### src/rtl/pim_conv_sched.sv
// Round-robin scheduler sharing one bit-serial PIM crossbar conv engine among NUM_REQ requesters.
// Streams each job's bit-planes into the engine and shift-accumulates the ADC partial sums.
module pim_conv_sched #(
    parameter int unsigned NUM_REQ    = 4,
    parameter int unsigned INPUT_SIZE = 9,
    parameter int unsigned INPUT_P    = 8,
    parameter int unsigned ADC_P      = 4,
    parameter int unsigned ADDR_W     = 1,
    parameter int unsigned ID_W       = (NUM_REQ > 1) ? $clog2(NUM_REQ) : 1,
    parameter int unsigned ACC_W      = ADC_P + INPUT_P
) (
    input  logic                                  clk,
    input  logic                                  rst,
    input  logic [NUM_REQ-1:0]                    req_valid,
    output logic [NUM_REQ-1:0]                    req_ready,
    input  logic [NUM_REQ*INPUT_SIZE*INPUT_P-1:0] req_feature,
    input  logic [NUM_REQ*ADDR_W-1:0]             req_addr,
    output logic                                  eng_en,
    output logic [INPUT_SIZE-1:0]                 eng_bits,
    output logic [ADDR_W-1:0]                     eng_addr,
    input  logic [ADC_P-1:0]                      eng_result,
    output logic                                  rsp_valid,
    input  logic                                  rsp_ready,
    output logic [ID_W-1:0]                       rsp_id,
    output logic [ACC_W-1:0]                      rsp_data,
    output logic                                  busy
);

    localparam int unsigned FEAT_W = INPUT_SIZE * INPUT_P;
    localparam int unsigned K_W    = (INPUT_P > 1) ? $clog2(INPUT_P) : 1;
    localparam int unsigned I_W    = (INPUT_SIZE > 1) ? $clog2(INPUT_SIZE) : 1;
    localparam logic [K_W-1:0] K_LAST = K_W'(INPUT_P - 1);

    typedef enum logic [1:0] {
        IDLE    = 2'd0,
        COMPUTE = 2'd1,
        DRAIN   = 2'd2,
        RESP    = 2'd3
    } state_t;

    state_t                                   state;
    logic [ID_W-1:0]                          ptr;
    logic [ID_W-1:0]                          job_id;
    logic [INPUT_SIZE-1:0][INPUT_P-1:0]       job_feat;
    logic [ADDR_W-1:0]                        job_addr;
    logic [K_W-1:0]                           k;
    logic [K_W-1:0]                           acc_k;
    logic                                     acc_en;
    logic [ACC_W-1:0]                         acc;
    logic [ID_W-1:0]                          gnt;
    logic [ID_W-1:0]                          idx;
    logic                                     gnt_vld;
    logic [ID_W-1:0]                          ptr_nxt;

    // First valid requester searching cyclically from ptr; the lowest offset wins.
    always_comb begin
        gnt     = ptr;
        gnt_vld = 1'b0;
        idx     = '0;
        for (int i = int'(NUM_REQ) - 1; i >= 0; i--) begin
            idx = ID_W'((int'(ptr) + i) % int'(NUM_REQ));
            if (req_valid[idx]) begin
                gnt     = idx;
                gnt_vld = 1'b1;
            end
        end
        ptr_nxt = ID_W'((int'(gnt) + 1) % int'(NUM_REQ));
    end

    always_comb begin
        req_ready = '0;
        if (state == IDLE && gnt_vld) begin
            req_ready[gnt] = 1'b1;
        end
    end

    // Engine drive decodes straight from registered job state.
    always_comb begin
        eng_bits = '0;
        if (state == COMPUTE) begin
            for (int i = 0; i < int'(INPUT_SIZE); i++) begin
                eng_bits[i] = job_feat[I_W'(i)][k];
            end
        end
    end

    assign eng_en    = (state == COMPUTE);
    assign eng_addr  = job_addr;
    assign rsp_valid = (state == RESP);
    assign rsp_id    = job_id;
    assign rsp_data  = acc;
    assign busy      = (state != IDLE);

    always_ff @(posedge clk or negedge rst) begin
        if (!rst) begin
            state    <= IDLE;
            ptr      <= '0;
            job_id   <= '0;
            job_feat <= '0;
            job_addr <= '0;
            k        <= '0;
            acc_k    <= '0;
            acc_en   <= 1'b0;
            acc      <= '0;
        end else begin
            // Engine result lags the issued plane by one cycle.
            acc_en <= eng_en;
            acc_k  <= k;
            if (acc_en) begin
                acc <= acc + (ACC_W'(eng_result) << acc_k);
            end
            case (state)
                IDLE: begin
                    if (gnt_vld) begin
                        job_feat <= req_feature[FEAT_W*gnt +: FEAT_W];
                        job_addr <= req_addr[ADDR_W*gnt +: ADDR_W];
                        job_id   <= gnt;
                        ptr      <= ptr_nxt;
                        k        <= '0;
                        acc      <= '0;
                        state    <= COMPUTE;
                    end
                end
                COMPUTE: begin
                    if (k == K_LAST) begin
                        k     <= '0;
                        state <= DRAIN;
                    end else begin
                        k <= k + K_W'(1);
                    end
                end
                DRAIN: state <= RESP;
                RESP: begin
                    if (rsp_ready) begin
                        state <= IDLE;
                    end
                end
                default: state <= IDLE;
            endcase
        end
    end

endmodule

### config.mk
export PLATFORM = sky130hd
export DESIGN_NAME = pim_conv_sched
export DESIGN_NICKNAME = d
export VERILOG_FILES = /design/src/rtl/pim_conv_sched.sv
export SDC_FILE = /design/constraint.sdc
export NUM_CORES = 1
export LEC_CHECK = 0
export ABC_AREA = 1
export BUFFER_PORTS_ARGS = -buffer_cell sky130_fd_sc_hd__buf_2
export CELL_PAD_IN_SITES_DETAIL_PLACEMENT = 0
export CELL_PAD_IN_SITES_GLOBAL_PLACEMENT = 1
export CORE_ASPECT_RATIO = 1.5
export CORE_MARGIN = 2
export CORE_UTILIZATION = 29
export DETAILED_ROUTE_END_ITERATION = 8
export GPL_ROUTABILITY_DRIVEN = 1
export PLACE_DENSITY_LB_ADDON = 0.15
export SETUP_SLACK_MARGIN = 0.15
export SLEW_MARGIN = 20
export SYNTH_ARGS = -nofsm -noshare
export SYNTH_HDL_FRONTEND = slang
export SYNTH_SLANG_ARGS = --single-unit
### constraint.sdc
create_clock -name clk -period 2.25 [get_ports clk]
set_input_delay 0.45 -clock clk [delete_from_list [all_inputs] [get_ports clk]]
set_output_delay 0.45 -clock clk [all_outputs]
set_load 0.005 [all_outputs]
==> summary.md, run 1 <==
| Metric | Value |
|---|---|
| Outcome | `finished, violations left` |
| Failing checks | `negative setup slack` |
| Row cnt | `70` |
| Top cells by area, synth | `dfrtp_1 (31%), nand3_1 (20%), nand2_1 (17%), nor2_1 (5.5%), o21ai_0 (4.6%)` |
| TritonCTS clock tree | `yes` |
| DRT iter0 DRCs | `430` |
| Critical Path AT | `~2100 ps` |
| RSZ-0062 raised after global routing | `true` |
| Antenna violations before repair | `3` |
| Mapped Cells | `between 1,000 and 1,500` |
| RD Place Congestion | `0.846` |
| Number of I/O port buffers | `300` |
| Area fraction of the dominant cell type after synthesis | `31.2%` |
| Final net count | `approximately 1,900` |
| Vias/cell | `4.98` |
| Chip Height | `197 um` |
| Actual slew at the worst max-slew pin | `about 820 ps` |
| Worst setup margin | `-275 ps` |
| CTS buffer count | `9` |
| Worst EP required | `about 1800 ps` |
| Pin count of the biggest net entering global routing | `59` |
| Global router's overall resource usage | `about a quarter` |
| Sw Pwr | `0.0120 W` |
| First-pass GRT wire length | `about 51,000 um` |
| Synthesized area per cell | `approximately 6.3 um^2` |
| PwrDens | `about 1900 nW/um^2` |
| Vias in the first global route | `~9,500` |
| Tcrit/Tclk final | `112%` |
| Slew HR | `between 40 and 50%` |
| Hold WC Path Type | `input port to async pin` |
| Core Region | `about 24,000 um^2` |
| Post-route DRC violation count | `0` |
| CTS Buffer Depth | `2` |
| Max IR drop VDD | `1.02 mV` |
| Fin util | `51.8%` |
| Max Fclk | `396 MHz` |
| Leak | `6.38 nW` |
| Combinational power share | `80.9%` |
| Net Sw Frac | `49.1%` |
| Slew Viols, Final | `0` |
| Synth unique cells | `37` |
| Yosys warns | `0` |
| Number of max-cap violations | `0` |
| EDFF count, synth | `0` |
| Clk Tree Root Cell | `clkbuf_16` |
| FFs w/ async S/R, synth | `100%` |
| Hold buffers post-CTS | `0` |
| Clock Power Share | `6.5%` |
| Area grow syn2layout | `75.5%` |
| CP endpoint kind | `primary output` |
| Mapped cell area | `7220 um^2` |
| Largest area contributor in the synthesized netlist | `dfrtp_1` |
| Fin crit period | `2530 ps` |
| Max FO, Critical Path | `6` |
| Seq cells post-synth | `90` |
| Endpoints failing hold | `0` |
| Flop pwr share | `around an eighth` |
| Most common cell in the netlist | `nand2_1` |
| Clk sink count | `90` |
| Chip width | `133 um` |
| Final ANT Viol Nets | `0` |
| Die ar. | `26,200 um^2` |
| Clock skew | `6.75 ps` |
| DRT Pass-1 Iters | `4` |
| Clock transition at the registers of the reported paths | `70 ps` |
| DP Worst Slack | `-187 ps` |
| Routed length per instance | `between 15 and 20 um` |
| Layout cell share with drive strength beyond 1 | `48.3%` |
| Ys flop type | `dfrtp_1` |
| Fill count | `2,475` |
| Setup-failing EPs final | `86` |
| Worst skew pair latency | `around 350 ps` |
| Via count | `~9,400` |
| Worst Setup Path Type | `flop to primary output` |
| IO Count | `about 330` |
| Total Wirelength | `approximately 34,000 um` |
| Top post-synthesis cells by count | `nand2_1 (332), nand3_1 (295), nor2_1 (106), dfrtp_1 (90), o21ai_0 (67)` |
| H-tree depth | `3` |
| Startpoint types | `flop` |
| Hpwl dp | `between 20,000 and 25,000 um` |
| Grt total ovfl | `0` |
| Internal power | `0.0124 W` |
| Initial Utilization | `between 20% and 30%` |
| Syn_nets | `around 1,500` |
| Seq/Total Area, Yosys | `about 31%` |
timing repair:
| item | 4_1_cts | 5_1_grt |
|---|---|---|
| cloned | 23 | 4 |
| pin swaps | 124 | 75 |
| resized for setup | 315 | 136 |
| endpoints found under the setup margin | 91 | 98 |
| setup buffers | 58 | 15 |
power groups by stage:
stage	sequential (W)	clock, W	combinational [W]
after global placement	0.00298	0	0.0119
after detailed placement	0.00299	0	0.0119
final	0.00310	0.00157	0.0197
after global routing	0.00319	0.00167	0.0214
after CTS	0.00304	0.00162	0.0183
after floorplan	0.00280	0	0.00818
final timing paths:
check | slack [ps] | start | depth (start not counted) | to
worst max-delay path | -280 | ptr[0] | 14 | req_ready[3]
worst min-delay path | 70 | rst | 1 | job_feat[34]
worst max register to register | -170 | ptr[0] | 18 | ptr[0]
worst min register to register | 470 | job_feat[49] | 2 | job_feat[49]
max in group asynchronous | 1470 | rst | 2 | job_feat[47]
min in group clk | 410 | req_feature[152] | 5 | job_feat[8]
routing by layer:
layer / track usage (%) / vias up / wire length (um)
li1: - / 4628 / -
met1: 28.1 / 4457 / 13100
met2: 48.9 / 253 / 18800
met3: 2.64 / 58 / 1280
met4: 8.80 / 2 / 1080
met5: 0 / - / 12
through the flow:
step | std cells | TNS (ps) | cell area (um^2) | hold slack, ps | power [W]
floorplan | 1147 | 0 | 7240 | 154 | 0.0110
global placement | 1771 | -1920 | 9450 | 458 | 0.0149
detailed placement | 1771 | -1990 | 9450 | 461 | 0.0149
CTS | 1868 | -5920 | 11900 | 83.8 | 0.0229
global route | 1889 | -20540 | 12700 | 103 | 0.0262
finish | 1889 | -9440 | 12700 | 71.4 | 0.0244
sequential cells by signal, indices dropped and copies added (netlist names):
| signal | flops |
|---|---|
| job_feat | 64 |
| state | 2 |
| acc_k | 3 |
| k | 3 |
| eng_addr | 1 |
| acc_en | 1 |
| ptr | 2 |
| rsp_id | 2 |
| rsp_data | 12 |
placed cells by master (no fill, tap or decap), types with 35 or more instances in the layout:
cell type	count
nand3_2	81
nor2_1	79
buf_2	299
nand2_1	288
buf_4	88
buf_6	38
dfrtp_1	85
nand2_2	35
inv_1	44
nand3_1	207
worst max-delay path, stage by stage, from the launching register on:
cell,delay [ps]
dfrtp_2,470
buf_6,150
nand2_2,70
nand3_2,80
nand2_2,110
inv_2,50
nand2_2,80
nand2_4,70
nand2_4,70
nand2_4,70
nand2_8,90
ha_2,180
inv_1,40
nor2_1,80
buf_2,120
layout make-up:
type                       instances  area (um^2)  area share (%)
antenna                            2         5.00          0.0395
tap                              324          405            3.20
timing repair inverter             1         16.3           0.128
clock inverter                     5         63.8           0.504
clock buffer                      11          243            1.92
multi-input combinational        906         5480            43.3
timing repair buffer             480         3870            30.5
inverter                          70          324            2.56
sequential                        90         2260            17.8
kinds of logic (layout without fill, tap and decap cells):
kind of cell	count (synthesis)	in the layout	synth area share [%]
AO/OA/AOI/OAI	116	116	8.57
adder cells (fa/ha/maj)	24	24	4.27
flip-flops	90	90	31.2
multiplexers	2	2	0.277
other	1	3	0.0520
AND/OR/NAND/NOR	758	758	45.6
buffers and inverters	151	567	9.42
XOR/XNOR	5	5	0.607
Power figures use the tool's default switching activity.
==> run 2: changes to the inputs <==
--- a/config.mk
+++ b/config.mk
@@ -5,13 +5,12 @@
 export SDC_FILE = /design/constraint.sdc
 export NUM_CORES = 1
 export LEC_CHECK = 0
-export ABC_AREA = 1
 export BUFFER_PORTS_ARGS = -buffer_cell sky130_fd_sc_hd__buf_2
 export CELL_PAD_IN_SITES_DETAIL_PLACEMENT = 0
 export CELL_PAD_IN_SITES_GLOBAL_PLACEMENT = 1
 export CORE_ASPECT_RATIO = 1.5
 export CORE_MARGIN = 2
-export CORE_UTILIZATION = 29
+export CORE_UTILIZATION = 32
 export DETAILED_ROUTE_END_ITERATION = 8
 export GPL_ROUTABILITY_DRIVEN = 1
 export PLACE_DENSITY_LB_ADDON = 0.15
==> run 2 against run 1 <==
  * The run still ends with negative setup slack left
  * Non-clock buffer count fell by 78
  * Sequential cell count is the same
  * Maximum frequency is 3.1% higher
  * Count of clock-buffer cells in the layout rose by 1
  * Register-to-register slack got worse by 30 ps
==> summary.md, run 2 <==
| Metric | Value |
|---|---|
| Worst Setup Path Type | `flop to flop` |
| Setup-failing EPs final | `20 (-77%)` |
| CTS Buffer Depth | `2 (unchanged)` |
| Hpwl dp | `16,000 um (-25%)` |
| Leak | `4.68 nW (-27%)` |
| Commonest non-fill, non-tap cell in the layout | `buf_2` |
| Row cnt | `63 (-10%)` |
| Total Wirelength | `21,200 um (-38%)` |
| FFs w/ async S/R, synth | `100% (unchanged)` |
| Chip width | `119 um (-10%)` |
| DRT iter0 DRCs | `191 (-56%)` |
| Most common cell in the netlist | `dfrtp_1` |
| TritonCTS clock tree | `yes` |
| Commonest cells after routing, fill and taps aside | `buf_2 (295), dfrtp_1 (85), mux4_2 (81), mux2_4 (60), buf_4 (56)` |
| Pin count of the biggest net entering global routing | `40 (-32%)` |
| Max FO, Critical Path | `6 (unchanged)` |
| Outcome | `finished, violations left` |
| Fin crit period | `2450 ps (-76.8 ps)` |
| XOR/XNOR Fraction of Synth Area | `1.11% (+0.50 points)` |
| Chip Height | `176 um (-11%)` |
| Clock skew | `9.97 ps (+3.23 ps)` |
| First-pass GRT wire length | `30,500 um (-40%)` |
| Die ar. | `21,000 um^2 (-20%)` |
| Post-route DRC violation count | `0 (unchanged)` |
| Worst skew pair latency | `350 ps (about the same)` |
| Routed length per instance | `19.2 um (+6.2%)` |
| Final net count | `1,164 (-38%)` |
| Fin util | `51.4% (-0.46 points)` |
| Ys flop type | `dfrtp_1` |
| Failing checks | `negative setup slack` |
| Mapped cell area | `6330 um^2 (-12%)` |
| Max IR drop VDD | `0.495 mV (-52%)` |
| Max FFs per register | `64 (unchanged)` |
| Seq cells post-synth | `90 (unchanged)` |
| Largest family of logic cells by synthesized area | `multiplexers` |
| Clock transition at the registers of the reported paths | `70 ps (about the same)` |
| Clk sink count | `90 (unchanged)` |
| EDFF count, synth | `0 (unchanged)` |
| Slew Viols, Final | `0 (unchanged)` |
| Compound-Gate Fraction of Synth Area | `5.53% (-3.0 points)` |
| Critical Path AT | `2730 ps (+650 ps)` |
| Clk Tree Root Cell | `clkbuf_16` |
| Vias/cell | `5.08 (+2.2%)` |
| Startpoint types | `flop` |
| PwrDens | `1320 nW/um^2 (-31%)` |
| Initial Utilization | `32.3% (+2.7 points)` |
| Mapped Cells | `460 (-60%)` |
| H-tree depth | `3 (unchanged)` |
| Tcrit/Tclk final | `109% (-3.4 points)` |
| RD Place Congestion | `0.865 (+2.3%)` |
| Number of I/O port buffers | `300 (unchanged)` |
| CP endpoint kind | `flop` |
| Synth unique cells | `48 (+30%)` |
| Antenna diodes | `0 (-2)` |
| Largest register by flop count | `job_feat` |
| Worst EP required | `2530 ps (+730 ps)` |
| Hold WC Path Type | `input port to async pin` |
| Max Fclk | `408 MHz (+3.1%)` |
| Syn_nets | `787 (-47%)` |
| Core Region | `19,600 um^2 (-20%)` |
| RSZ-0062 raised after global routing | `true` |
| Via count | `5,603 (-40%)` |
| Layout cell share with drive strength beyond 1 | `74.0% (+26 points)` |
| Layout Cells excl Fill | `1,102 (-42%)` |
| IO Count | `334 (unchanged)` |
| Synth Area in Simple Gates | `5.65% (-40 points)` |
| Area fraction of the dominant cell type after synthesis | `35.6% (+4.3 points)` |
| Seq/Total Area, Yosys | `35.6% (+4.3 points)` |
| Number of max-cap violations | `0 (unchanged)` |
| DRT Pass-1 Iters | `6 (+2)` |
| Grt total ovfl | `0 (unchanged)` |
| Top cells by area, synth | `dfrtp_1 (36%), mux4_2 (29%), mux2_2 (8.2%), ha_1 (4.5%), mux2i_1 (2.7%)` |
| Vias in the first global route | `5,927 (-37%)` |
| Antenna violations before repair | `0 (-3)` |
| Synthesized area per cell | `13.8 um^2 (+120%)` |
| Endpoints failing hold | `0 (unchanged)` |
| Post-synthesis adder-cell area fraction | `4.86% (+0.59 points)` |
| Cells after DPL | `1,051 (-41%)` |
| Worst setup margin | `-198 ps (+76.8 ps)` |
| Largest area contributor in the synthesized netlist | `dfrtp_1` |
| Top post-synthesis cells by count | `dfrtp_1 (90), mux4_2 (81), mux2_2 (46), ha_1 (23)` |
| Final ANT Viol Nets | `0 (unchanged)` |
| Mux contribution to synthesized area | `43.8% (+43 points)` |
| Area grow syn2layout | `59.1%` |
| Yosys warns | `0 (unchanged)` |
| CTS buffer count | `9 (unchanged)` |
| Hold buffers post-CTS | `0 (unchanged)` |
| Global router's overall resource usage | `18.8% (-6.3 points)` |
| Fill count | `1,756 (-29%)` |
==> run 2: cell count changes in the layout (fill, tap and decap cells not counted), sizes merged, moves of 7 or more <==
cell   before  now
nand2     337   20
nand3     296    2
nor2      108   18
mux4        0   81
buf       475  397
mux2        0   67
inv        66    9
o21ai      68   22
a21oi      27    9
mux2i       2   17
nor2b       0   11
a31oi       8    1
==> run 2: logic make-up after synthesis <==
logic type / count (synthesis)
multiplexers: 165
flip-flops: 90
AND/OR/NAND/NOR: 72
AO/OA/AOI/OAI: 55
buffers and inverters: 45
adder cells (fa/ha/maj): 24
XOR/XNOR: 8
other: 1
==> run 2: final cells by class <==
cell class                      instances  area (um^2)  share of cell area, %
Timing Repair Buffer                  402         2720                   27.0
Inverter                                9         43.8                  0.434
Clock buffer                           12          236                   2.35
Clock inverter                          4         52.6                  0.521
Sequential cell                        90         2260                   22.4
Multi-Input combinational cell        325         4440                   44.1
Tap cell                              260          325                   3.23
==> run 2: repair_timing <==
| item | 4_1_cts | 5_1_grt |
|---|---|---|
| gates cloned | 1 | 5 |
| pin swaps | 24 | 29 |
| setup endpoints to repair | 78 | 87 |
| resized for setup | 31 | 142 |
| buffers inserted | 8 | 21 |
==> run 2: power breakdown <==
part	internal (W)	switching [W]
sequential	0.00244	0.000627
combinational	0.00534	0.00337
clock	0.000864	0.000666
==> run 2: path summary, 6_finish.rpt <==
check                      slack, ps           end          from  cells after the start
max                             -200  rsp_data[11]      acc_k[0]                      9
min                               30   rsp_data[3]           rst                      1
max reg2reg                     -200  rsp_data[11]      acc_k[0]                      9
min reg2reg                      500  job_feat[30]  job_feat[30]                      1
max in group asynchronous       1620  job_feat[51]           rst                      2
min in group clk                 490      state[1]     rsp_ready                      4
==> run 2: per-layer routing <==
layer | up-vias | track usage [%] | part of all wire (%)
met5 | - | 0 | 0
met4 | 0 | 4.51 | 1.5
met3 | 20 | 3.59 | 4.2
met2 | 180 | 36.7 | 58
met1 | 2853 | 20.8 | 36
li1 | 2550 | - | -
==> run 2: critical path: stages (launching register included) <==
cell      delay (ps)
dfrtp_2          480
mux2i_4          310
mux2_4           200
nor2_2            30
ha_1             320
nand2_2           80
o31ai_4          360
a221oi_2         110
or3_1            380
a21oi_1          120
==> run 2: per-stage QoR <==
| stage | total power, W | setup TNS (ps) | worst slack (ps) | hold slack [ps] | cell area (um^2) |
|---|---|---|---|---|---|
| after floorplan | 0.00739 | -218 | -80.2 | 154 | 6390 |
| after global placement | 0.00961 | -2920 | -234 | 409 | 8700 |
| after detailed placement | 0.00980 | -5110 | -299 | 417 | 8700 |
| after CTS | 0.0117 | -1660 | -142 | 38.2 | 9190 |
| after global routing | 0.0142 | -4330 | -298 | 56.7 | 10100 |
| final | 0.0133 | -1430 | -198 | 32.5 | 10100 |
